$ cat src/rtl/mem_readback_streamer.sv
// Streams a contiguous block of memory words out over a valid/ready interface.
// Reads are throttled so the 2-entry output FIFO can never overflow under any backpressure.
module mem_readback_streamer #(
  parameter int WID_MEM   = 9,
  parameter int DEPTH_MEM = 4096
) (
  input  logic               clk,
  input  logic               reset,
  input  logic               start,
  input  logic [11:0]        base_addr,
  input  logic [12:0]        length,
  output logic               busy,
  output logic               done,
  output logic [11:0]        mem_raddr,
  input  logic [WID_MEM-1:0] mem_rdata,
  output logic               m_valid,
  input  logic               m_ready,
  output logic [WID_MEM-1:0] m_data,
  output logic [11:0]        m_addr,
  output logic               m_last
);

  localparam logic [11:0] LAST_ADDR = 12'(DEPTH_MEM - 1);

  typedef enum logic [1:0] {IDLE, RUN, FINISH} state_t;

  state_t       state_reg, state_next;
  logic [12:0]  len_reg;
  logic [12:0]  issued_reg;
  logic [12:0]  accepted_reg;
  logic [11:0]  raddr_reg;

  // One read is in flight between issue and FIFO write
  logic         rd_valid_reg;
  logic         rd_last_reg;
  logic [11:0]  rd_addr_reg;

  logic [WID_MEM-1:0] fifo_data_reg [2];
  logic [11:0]        fifo_addr_reg [2];
  logic [1:0]         fifo_last_reg;
  logic               wr_ptr_reg;
  logic               rd_ptr_reg;
  logic [1:0]         count_reg;

  logic        push;
  logic        pop;
  logic        issue;
  logic        issue_last;
  logic [2:0]  occupancy;
  logic [11:0] raddr_inc;

  assign m_valid   = (count_reg != 2'd0);
  assign m_data    = fifo_data_reg[rd_ptr_reg];
  assign m_addr    = fifo_addr_reg[rd_ptr_reg];
  assign m_last    = m_valid & fifo_last_reg[rd_ptr_reg];
  assign mem_raddr = raddr_reg;
  assign busy      = (state_reg == RUN);
  assign done      = (state_reg == FINISH);

  assign push       = rd_valid_reg;
  assign pop        = m_valid & m_ready;
  assign occupancy  = {1'b0, count_reg} + {2'b00, rd_valid_reg} - {2'b00, pop};
  assign issue      = (state_reg == RUN) && (issued_reg < len_reg) && (occupancy < 3'd2);
  assign issue_last = (issued_reg == len_reg - 13'd1);
  assign raddr_inc  = (raddr_reg == LAST_ADDR) ? 12'd0 : raddr_reg + 12'd1;

  always_comb begin
    state_next = state_reg;
    case (state_reg)
      IDLE:    if (start) state_next = (length == 13'd0) ? FINISH : RUN;
      RUN:     if (pop && m_last) state_next = FINISH;
      FINISH:  state_next = IDLE;
      default: state_next = IDLE;
    endcase
  end

  always_ff @(posedge clk or negedge reset) begin
    if (!reset) begin
      state_reg <= IDLE;
    end else begin
      state_reg <= state_next;
    end
  end

  // mem_raddr always holds the next address to issue, so an issue costs no extra cycle
  always_ff @(posedge clk or negedge reset) begin
    if (!reset) begin
      len_reg      <= '0;
      issued_reg   <= '0;
      accepted_reg <= '0;
      raddr_reg    <= '0;
      rd_valid_reg <= 1'b0;
      rd_last_reg  <= 1'b0;
      rd_addr_reg  <= '0;
    end else begin
      rd_valid_reg <= issue;
      if (issue) begin
        rd_last_reg <= issue_last;
        rd_addr_reg <= raddr_reg;
        raddr_reg   <= raddr_inc;
        issued_reg  <= issued_reg + 13'd1;
      end
      if (pop) begin
        accepted_reg <= accepted_reg + 13'd1;
      end
      if (state_reg == IDLE && start) begin
        len_reg      <= length;
        raddr_reg    <= base_addr;
        issued_reg   <= '0;
        accepted_reg <= '0;
      end
    end
  end

  always_ff @(posedge clk or negedge reset) begin
    if (!reset) begin
      for (int i = 0; i < 2; i++) begin
        fifo_data_reg[i] <= '0;
        fifo_addr_reg[i] <= '0;
      end
      fifo_last_reg <= '0;
      wr_ptr_reg    <= 1'b0;
      rd_ptr_reg    <= 1'b0;
      count_reg     <= '0;
    end else begin
      if (push) begin
        fifo_data_reg[wr_ptr_reg] <= mem_rdata;
        fifo_addr_reg[wr_ptr_reg] <= rd_addr_reg;
        fifo_last_reg[wr_ptr_reg] <= rd_last_reg;
        wr_ptr_reg                <= ~wr_ptr_reg;
      end
      if (pop) begin
        rd_ptr_reg <= ~rd_ptr_reg;
      end
      if (push && !pop) begin
        count_reg <= count_reg + 2'd1;
      end else if (pop && !push) begin
        count_reg <= count_reg - 2'd1;
      end
    end
  end

endmodule

$ cat config.mk
export PLATFORM = sky130hd
export DESIGN_NAME = mem_readback_streamer
export DESIGN_NICKNAME = d
export VERILOG_FILES = /design/src/rtl/mem_readback_streamer.sv
export SDC_FILE = /design/constraint.sdc
export NUM_CORES = 1
export LEC_CHECK = 0
export ABC_AREA = 1
export BUFFER_PORTS_ARGS = -buffer_cell sky130_fd_sc_hd__buf_2
export CAP_MARGIN = 20
export CORE_MARGIN = 4
export CORE_UTILIZATION = 58
export CTS_CLUSTER_DIAMETER = 60
export DETAILED_ROUTE_END_ITERATION = 8
export PLACE_DENSITY = 0.82
export SKIP_LAST_GASP = 1
export SLEW_MARGIN = 30
export SYNTH_ARGS = -nofsm -noshare
export SYNTH_HDL_FRONTEND = slang
export SYNTH_SLANG_ARGS = --single-unit
export TNS_END_PERCENT = 100
$ cat constraint.sdc
create_clock -name clk -period 3.95 [get_ports clk]
set_input_delay 0.5925 -clock clk [delete_from_list [all_inputs] [get_ports clk]]
set_output_delay 0.5925 -clock clk [all_outputs]
set_load 0.05 [all_outputs]
After elaboration in Yosys (flattened, before gate mapping)
Cells that the tools add are included.
- add/subtract/negate cells: 7
- magnitude comparators: 8
- equal/unequal tests: 6
- mux-type cells: 28
- bitwise logic cells: 6
- reductions and logical operators: 16
- operators by type and width (operator ; count):
    two-way mux 12 bit ; 7
    two-way mux 9 bit ; 4
    two-way mux 13 bit ; 2
    bitwise mux 24 bit ; 1
    bitwise mux 18 bit ; 1
    adder 13 x 1 -> 13 bit, second input constant ; 1
    == test 13 bit ; 1
    zero test 13 bit ; 1
    < comparator 13 bit ; 1
    subtractor 13 x 1 -> 13 bit, second input constant ; 1
    adder 12 x 1 -> 12 bit, second input constant ; 1
    demux 12 bit (select 1 bit) ; 1
    == test 12 bit, second input constant ; 1
    two-way mux 2 bit ; 5
    demux 9 bit (select 1 bit) ; 1
    logical AND 1 bit ; 8
    nonzero test 2 bit ; 3
    >= comparator 2 bit, second input constant ; 2
    < comparator 1 x 2 -> 1 bit, second input constant ; 2
    inverter 1 -> 2 bit ; 2
    one-hot mux 2 bit (2 select lines) ; 1
    adder 2 x 1 -> 3 bit ; 1
    < comparator 3 x 2 -> 1 bit, second input constant ; 1
    two-way mux 1 bit ; 3
    16 further kinds ; 19
- flip-flop bits (word level): 102
- bits of input ports: 38
- output and inout bits: 37
- word-level logic and storage cells: 86

Logic depth before layout (Yosys ltp)
- depth after elaboration: 7
- gate-level depth with buffers: 19
- depth with buffers taken out: 18

Worst setup path after synthesis
No wires, ideal clock.
- path kind: register to register
- start point: register count_reg[1]
- end point: register rd_addr_reg[10]
- library setup time: 0.120 ns
- arrival: 2.967 ns
- required time: 3.830 ns
- path slack: 0.863 ns
- cell stages (with the launch flop): 19
- path buffers: 2
- period minus slack after synthesis: 3.087 ns
- cell sequence: dfrtp_1 -> nor2_1 -> inv_1 -> nand2_1 -> inv_1 -> ha_1 -> or2_2 -> fa_1 -> inv_1 -> nor2_1 -> nand2_2 -> nor3_2 -> o21ai_2 -> clkinv_2 -> nand2_2 -> buf_6 -> buf_6 -> nand2_1 -> o21ai_2
- longest elaborated chain between the ends: 5
- elaborated cells between the ends (all ways): 6
- classes of those cells: 2 x add/sub; 1 x order compare; 1 x bitwise; 2 x reduce/logical
- RTL lines (item ; line ; source):
    start: declaration ; 43 ; logic [1:0] count_reg;
    start signal: assignment ; 136 ; count_reg <= count_reg + 2'd1;
    start signal: assignment ; 138 ; count_reg <= count_reg - 2'd1;
    nonzero test 2 bit ; 52 ; assign m_valid = (count_reg != 2'd0);
    via m_valid ; 16 ; output logic m_valid,
    AND 1 bit ; 61 ; assign pop = m_valid & m_ready;
    via pop ; 46 ; logic pop;
    subtractor 3 x 1 -> 3 bit ; 62 ; assign occupancy = {1'b0, count_reg} + {2'b00, rd_valid_reg} - {2'b00, pop};
    < comparator 3 x 2 -> 1 bit ; 63 ; assign issue = (state_reg == RUN) && (issued_reg < len_reg) && (occupancy < 3'd2);
    logical AND 1 bit ; 63 ;
    end signal: assignment ; 99 ; rd_addr_reg <= raddr_reg;
    end: declaration ; 36 ; logic [11:0] rd_addr_reg;
The timed path passes the listed nets, and every way through them passes these cells.
A chain may end at the register's enable or synchronous reset.

Worst setup path after layout
- start point: register count_reg[1]
- end point: register raddr_reg[2], in the netlist mem_raddr[2]
- longest elaborated chain between the ends: 6
- elaborated cells between the ends (all ways): 7
- classes of those cells: 2 x add/sub; 1 x order compare; 1 x bitwise; 3 x reduce/logical
- RTL lines (item ; line ; source):
    nonzero test 2 bit ; 52 ;
    AND 1 bit ; 61 ;
    via pop ; 46 ;
    subtractor 3 x 1 -> 3 bit ; 62 ;
    < comparator 3 x 2 -> 1 bit ; 63 ;
    logical AND 1 bit ; 63 ;
    nonzero test 2 bit (no line) ; - ;
    end signal: assignment ; 100 ; raddr_reg <= raddr_inc;
    end signal: assignment ; 108 ; raddr_reg <= base_addr;
    end: declaration ; 31 ; logic [11:0] raddr_reg;
The timed path passes the listed nets, and every way through them passes these cells.

==> results.toml <==
[run_status]
status = "finished, final reports clean"

[critical_path]
critPathRequiredTime_ps = 4230
critical_path_class = "reg2reg"
r2r_slack_ps = 630
reg2regPathDepth = 18
critPathMaxFanout = 22
arrival_ps = 3600
timing.rr.end = "mem_raddr[2]$_DFFE_PN0P_"
start_kind = "register"
cp-end-kind = "register"
timing.rr.start = "count_reg[1]$_DFFE_PN0N_"

[placed_design]
dp_slack_ps = 532
place_congestion = 0.911
hpwl_mm = 9.45
portBuffers = 74

[finish]
fillers = 825
n_antenna_cell = 0
fin_util = 0.670
multi_input_area_um2 = 2620
syn2layout_area_growth_pct = 11.3
seqCellArea_um2 = 2550
layout-drive-gt1-share = 0.145
largest_reg_flops = 24
finalNetCount = 879

[hold_path]
worst_hold_path_type = "in2async"

[cts]
cts_setup_buffers = 0
holdBufCountCts = 0
clock_latency_ps = 380
cts_made_buffers = 9
clockBufferDepth = 2
path_clk_slew_ps = 110
cts.repair.resized = 0
cts_tree = "done"
cts_htree_levels = 3
cts_sinks = 102
cts_root_buffer = "clkbuf_8"

[sta]
hold_violations = 0
whs_ps = 212
setup_viol = 0
finalSetupTns_ps = 0
slew_viol_final = 0
fmax_mhz = 301
worst_pin_slew_ps = 772
period_share = 0.840
relSlewSlack = 0.485
period_minus_slack_ps = 3320
skew_ps = 8.86
setup_ws_ps = 631
rsz0062_at_grt = "false"

[synthesis]
synth-seq-cells = 102
synth-seq-area-share = 0.452
synth_edf_count = 0
yosysWarnings = 0
synthFlopType = "dfrtp_1"
async_flop_share = 1.00
synth_cell_type_count = 32
synth_area_leaders = "dfrtp_1, nand2_1, o21ai_0"
synth_top_area_share = 0.452
syn_avg_cell_area_um2 = 7.45
synth_area_um2 = 5640
synthCells = 757
yosysMostFrequentCell = "nand2_1"
ys_top_cells_by_count = "nand2_1, dfrtp_1, inv_1"
yosys.area.top_type = "dfrtp_1"
synth_fp_nets = 814

[grt]
antenna_found_initial = 0
grt_max_degree = 50
grt_util_all_layers = 0.241
grt_overflow = 0
grt_pass1_vias = 4877
grt_pass1_wl_mm = 22.5

[drt]
drtPass1Iterations = 5
dr_total_vias = 5109
drcViolationCount = 0
routedWlPerCell_um = 13.8
ant_nets = 0
routed_wirelength_mm = 13.2
viasPerCell = 5.34
drtIter0Drc = 348

[floorplan]
start_util = 0.602
die_h_um = 107
die_w_um = 107
die-area_um2 = 11400
rows = 35
fp.coreArea_um2 = 9370
ios = 75

[power]
total_power_mw = 5.38
vdd_drop_max_mv = 0.361
p_leak_nw = 3.32
p_per_area_nw_per_um2 = 856

[job]
cap_viol_max_count = 0
## area by class of cell
cell class | instances | share of cell area
Clock buffer | 9 | 0.0197
Clock inverter | 7 | 0.0118
Inverter | 89 | 0.0534
Multi-Input combinational cell | 541 | 0.418
Sequential cell | 102 | 0.406
Tap cell | 129 | 0.0257
Timing Repair Buffer | 79 | 0.0654
## how the worst max path moves through the flow
stage | start | end | cells past startpoint
after floorplan | count_reg[1]$_DFFE_PN0N_ | rd_addr_reg[10]$_DFFE_PN0P_ | 18
after CTS | count_reg[1]$_DFFE_PN0N_ | mem_raddr[11]$_DFFE_PN0P_ | 18
after global placement | m_ready | mem_raddr[0]$_DFFE_PN0P_ | 17
final | count_reg[1]$_DFFE_PN0N_ | mem_raddr[2]$_DFFE_PN0P_ | 18
after global routing | count_reg[0]$_DFFE_PN0N_ | mem_raddr[3]$_DFFE_PN0P_ | 18
after detailed placement | m_ready | mem_raddr[0]$_DFFE_PN0P_ | 17
## cells in the final DEF (no fill, tap or decap), types with 2 or more instances in the layout
| cell type | n |
|---|---|
| nand2_1 | 268 |
| dfrtp_1 | 102 |
| inv_1 | 85 |
| o21ai_0 | 82 |
| buf_2 | 73 |
| nor2_1 | 50 |
| nand3_1 | 40 |
| ha_1 | 18 |
| nand4_1 | 14 |
| a21oi_1 | 10 |
| o21ai_2 | 10 |
| nor3_1 | 9 |
| xor2_1 | 9 |
| clkbuf_8 | 9 |
| xnor2_1 | 6 |
| buf_4 | 6 |
| or2_2 | 4 |
| nand2_2 | 4 |
| nand3b_1 | 4 |
| inv_2 | 3 |
| o21ai_1 | 3 |
| inv_6 | 3 |
| nor4_1 | 2 |
| inv_8 | 2 |
## critical path, cell delays in order (launching register included)
cell	delay, ps
dfrtp_1	440
nor2_1	140
inv_1	60
nand2_1	120
inv_1	60
ha_1	310
or2_2	310
fa_1	490
inv_1	40
nor2_1	100
nand2_2	60
nor3_2	120
o21ai_2	110
clkinv_2	70
nand2_2	60
nand2_2	330
inv_2	210
nand2_1	120
o21ai_2	60
## through the flow
step | instance area [um^2] | cells
final | 6280 | 956
after global placement | 6080 | 940
after global routing | 6280 | 956
after floorplan | 5640 | 757
after CTS | 6280 | 956
after detailed placement | 6080 | 940
## cells by family (layout without fill, tap and decap cells)
family / count (synthesis) / count (layout) / share of synthesized area
xor gates and xnor gates: 15 / 15 / 0.0233
and+or+nand+nor: 399 / 399 / 0.293
buffers and inverters: 114 / 184 / 0.0827
DFF: 102 / 102 / 0.452
AOI/OAI and AO/OA: 108 / 108 / 0.105
adders and majority gates: 19 / 19 / 0.0435
## power breakdown
group	leakage (nW)	internal, mW	switching (mW)
sequential	1.31	1.46	0.374
clock	0.101	0.252	0.416
combinational	1.90	0.803	2.08
## routing by layer
layer  vias up  GRT usage  share of wire
li1       2522          -              -
met4         0     0.0740          0.018
met3        30     0.0319          0.052
met2       162      0.403           0.48
met5         -          0              0
met1      2395      0.330           0.45
(Power assumes the default switching activity.)
